**src/rtl/shift_seq_engine.sv**
```systemverilog
// shift_seq_engine: multi-cycle shift sequencer, one single-bit shift per clock over valid/ready.
// Optional macro SHIFT_SEQ_ENGINE_CARRY_EN keeps the carry register; without it out_co is tied to 0.
module shift_seq_engine #(
    parameter int WIDTH = 4,
    parameter int AMT_W = 3
) (
    input  logic             clk,
    input  logic             rst_n,
    input  logic             in_valid,
    output logic             in_ready,
    input  logic [WIDTH-1:0] in_data,
    input  logic [1:0]       in_sel,
    input  logic [AMT_W-1:0] in_amt,
    output logic             out_valid,
    input  logic             out_ready,
    output logic [WIDTH-1:0] out_data,
    output logic             out_co,
    output logic             busy
);
    typedef enum logic [1:0] {IDLE, SHIFT, DONE} state_t;

    state_t           state_q;
    logic [WIDTH-1:0] data_q, data_d;
    logic [1:0]       sel_q;
    logic [AMT_W-1:0] cnt_q;

    assign in_ready  = (state_q == IDLE);
    assign out_valid = (state_q == DONE);
    assign busy      = (state_q != IDLE);
    assign out_data  = data_q;

    // One-position shift of the working register; sel[0] picks direction, sel[1] sign fill on right shifts
    always_comb begin
        data_d = sel_q[0] ? {sel_q[1] & data_q[WIDTH-1], data_q[WIDTH-1:1]} : {data_q[WIDTH-2:0], 1'b0};
    end

    // Sequencer: accept in IDLE, count shifts down in SHIFT, hold result in DONE until taken
    always_ff @(posedge clk or negedge rst_n) begin
        if (!rst_n) begin
            state_q <= IDLE;
            data_q  <= '0;
            sel_q   <= '0;
            cnt_q   <= '0;
        end else begin
            case (state_q)
                IDLE: if (in_valid) begin
                    data_q  <= in_data;
                    sel_q   <= in_sel;
                    cnt_q   <= in_amt;
                    state_q <= (in_amt == '0) ? DONE : SHIFT;
                end
                SHIFT: begin
                    data_q <= data_d;
                    cnt_q  <= cnt_q - AMT_W'(1);
                    if (cnt_q == AMT_W'(1)) state_q <= DONE;
                end
                DONE: if (out_ready) state_q <= IDLE;
                default: state_q <= IDLE;
            endcase
        end
    end

`ifdef SHIFT_SEQ_ENGINE_CARRY_EN
    logic co_q, co_d;

    // Bit leaving the register on the current step: MSB for left shifts, LSB for right shifts
    always_comb begin
        co_d = sel_q[0] ? data_q[0] : data_q[WIDTH-1];
    end

    // Carry is cleared on accept and tracks the last shifted-out bit
    always_ff @(posedge clk or negedge rst_n) begin
        if (!rst_n) co_q <= 1'b0;
        else if (state_q == IDLE && in_valid) co_q <= 1'b0;
        else if (state_q == SHIFT) co_q <= co_d;
    end

    assign out_co = co_q;
`else
    assign out_co = 1'b0;
`endif
endmodule

```
**config.mk**
```make
export PLATFORM = sky130hd
export DESIGN_NAME = shift_seq_engine
export DESIGN_NICKNAME = d
export VERILOG_FILES = /design/src/rtl/shift_seq_engine.sv
export SDC_FILE = /design/constraint.sdc
export NUM_CORES = 1
export LEC_CHECK = 0
export ABC_AREA = 1
export CAP_MARGIN = 25
export CORE_MARGIN = 2
export CORE_UTILIZATION = 45
export CTS_CLUSTER_DIAMETER = 60
export DETAILED_ROUTE_END_ITERATION = 8
export GPL_TIMING_DRIVEN = 0
export HOLD_SLACK_MARGIN = 0.08
export PLACE_DENSITY = 0.87
export RECOVER_POWER = 100
export SYNTH_ARGS = -nofsm -noshare
export SYNTH_HDL_FRONTEND = slang
export SYNTH_SLANG_ARGS = --single-unit
```
**constraint.sdc**
```tcl
create_clock -name clk -period 1.2 [get_ports clk]
set_input_delay 0.12 -clock clk [delete_from_list [all_inputs] [get_ports clk]]
set_output_delay 0.12 -clock clk [all_outputs]
set_load 0.05 [all_outputs]
```
==> flow_summary_export.csv <==
group,metric,value,unit
place,place_hpwl,1070,µm
routing,routedWlPerCell,11.8,µm
sta,timing.setup.tns,-149,ps
worst_setup_path,cp_max_fo,4,
clock_network,clock_sinks,11,
clock_network,cts_tree,"done",
synth,ys_ff_latch,11,
worst_setup_path,worst_ep_arrival_time,1130,ps
min_path,min_path_type,"in -> async",
outcome,outcome,"complete, but fails checks",
routing,avgViaCountPerCell,4.97,
routing,drt_pass1_iterations,4,
global_routing,track_usage,0.187,
global_routing,grt_max_degree,12,
die,die_width,43.3,µm
clock_network,clkTransAtPathRegs,80,ps
die,die_height,43.3,µm
routing,drtAntennaViolNets,0,
worst_setup_path,crit_required,1080,ps
clock_network,insertion_delay,280,ps
worst_setup_path,crit_type,"reg -> out",
layout,n_antenna_cell,0,
routing,first_iter_violations,20,
synth,postSynthAreaPerCell,7.03,µm²
place,portBuffers,19,
die,dieArea,1880,µm²
sta,hold_viol,0,
global_routing,grt_first_pass_wirelength,2540,µm
power_and_ir_drop,total_leakage_power,0.549,nW
sta,clock.fmax,0.799,GHz
global_routing,grt.overflow.total,0,
power_and_ir_drop,ir_worst_vdd,0.00149,V
die,io-pin-count,21,
sta,timing.slew.headroom,0.653,
layout,layout.cells.non_filler,146,
clock_network,ctsHtreeMaxLevel,1,
layout,mostFrequentLayoutCells,"nand2_1, inv_1, nor2_1, clkdlybuf4s50_1, dfrtp_1",
sta,drv_slew,0,
global_routing,antenna_found_initial,0,
routing,post-route-drc-count,0,
power_and_ir_drop,powerDensity,3040,nW/µm²
clock_network,cts-hold-fix-buffers,0,
synth,syn-num-nets,114,
worst_setup_path,startpoint_type,"flip-flop",
synth,synthCells,99,
worst_setup_path,ff2ff_setup_slack,-20,ps
synth,synth_cell_types,20,
layout,nets,146,
global_routing,grt_pass1_vias,636,
sta,fin_crit,1250,ps
outcome,violations,"negative setup slack",
sta,worstMarginPinSlew,519,ps
layout,layout_commonest_cell,"nand2_1",
sta,rsz0062_at_grt,"true",
place,finalWeightedCongestion,0.813,
clock_network,cts_root_buf,"clkbuf_4",
routing,drt-total-wl,1720,µm
routing,vias,726,
synth,yosysWarnings,0,
layout,syn2layout_area_growth,53.4,%
die,row_count,14,
worst_setup_path,endpoint_kind,"output port",
synth,seq_area_frac_synth,0.396,
clock_network,cts_max_path_buffers,2,
synth,netlist_area,696,µm²
layout,final_layout_size_suffix_gt1_frac,0.292,
sta,final.setup_skew,8.85,ps
flow_run,drv_cap,0,
clock_network,cts_buffers,3,
die,initial_core_util,0.473,
sta,period_share,1.04,
die,core_area,1470,µm²
sta,setup_viol,7,
place,dp.cells,134,
sta,setup_ws,-51.3,ps
[kinds of logic (layout without fill, tap and decap cells)]
| logic type | Yosys count | in the layout | synth area share |
|---|---|---|---|
| AO/OA/AOI/OAI | 13 | 13 | 0.119 |
| flip-flops | 11 | 11 | 0.396 |
| adder cells (fa/ha/maj) | 2 | 2 | 0.0360 |
| other | 1 | 1 | 0.00539 |
| AND/OR/NAND/NOR | 52 | 53 | 0.320 |
| buffers and inverters | 20 | 50 | 0.124 |
[what timing repair did]
| action | CTS | global route |
|---|---|---|
| setup buffers | 4 | 3 |
| pin swaps | 3 | 4 |
| gates resized for setup | 38 | 12 |
| endpoints found under the setup margin | 7 | 14 |
| gates cloned | 0 | 1 |
[metal layers]
metal  vias to the layer above  part of all wire  GRT usage
met5                         -                 0          0
met4                         0             0.026      0.127
met3                         5             0.040     0.0298
met2                        24              0.52      0.296
met1                       333              0.42      0.231
li1                        364                 -          -
[cells in the mapped netlist (all sizes together)]
cell / count / area share
ha: 2 / 0.036
buf: 2 / 0.027
o21ai: 9 / 0.081
conb: 1 / 0.0054
a21boi: 1 / 0.011
o22ai: 1 / 0.0090
nand2: 30 / 0.17
o211ai: 1 / 0.011
inv: 18 / 0.097
nor2: 14 / 0.090
a21oi: 1 / 0.0072
nand3: 8 / 0.058
dfrtp: 11 / 0.40
[cell type report]
cell class,instances,area (µm²)
Timing Repair Buffer,26,265
Clock buffer,3,22.5
Sequential cell,11,277
Fill cell,111,404
Multi-Input combinational cell,69,384
Clock inverter,1,5.00
Buffer,2,18.8
Tap cell,16,20.0
Inverter,18,75.1
[flip-flops by register name (all words and copies together), names as in the netlist]
name      flops
sel_q         2
state_q       2
out_data      4
cnt_q         3
[critical path, stage by stage, from the launching register on]
cell and delay [ps]:
dfrtp_2 480, nor2_4 180, inv_2 50, buf_6 140
[through the flow]
| step | util | power, W | worst slack [ps] | cell area, µm² | hold slack (ps) |
|---|---|---|---|---|---|
| finish | 0.725 | 0.00324 | -51.3 | 1070 | 242 |
| global route | 0.725 | 0.00350 | -94.3 | 1070 | 276 |
| CTS | 0.686 | 0.00301 | -64.4 | 1010 | 176 |
| detailed placement | 0.617 | 0.00249 | -425 | 908 | 474 |
| global placement | 0.617 | 0.00243 | -403 | 908 | 459 |
| floorplan | - | 0.00201 | -32.1 | 698 | -176 |
[final timing paths]
check,from,end,cells after the start
max in group asynchronous,rst_n,state_q[1],1
setup reg to reg,state_q[0],cnt_q[1],6
setup / recovery,state_q[1],busy,3
min in group clk,in_sel[1],sel_q[1],3
hold reg to reg,sel_q[1],sel_q[1],2
hold / removal,rst_n,state_q[0],1
[power breakdown]
group          leakage (nW)  switching [W]  internal (W)  total [W]
Combinational         0.401        0.00137      0.000887    0.00225
Clock                0.0177       0.000143      0.000124   0.000266
Sequential            0.130       0.000160      0.000564   0.000723
Power figures use the tool's default switching activity.
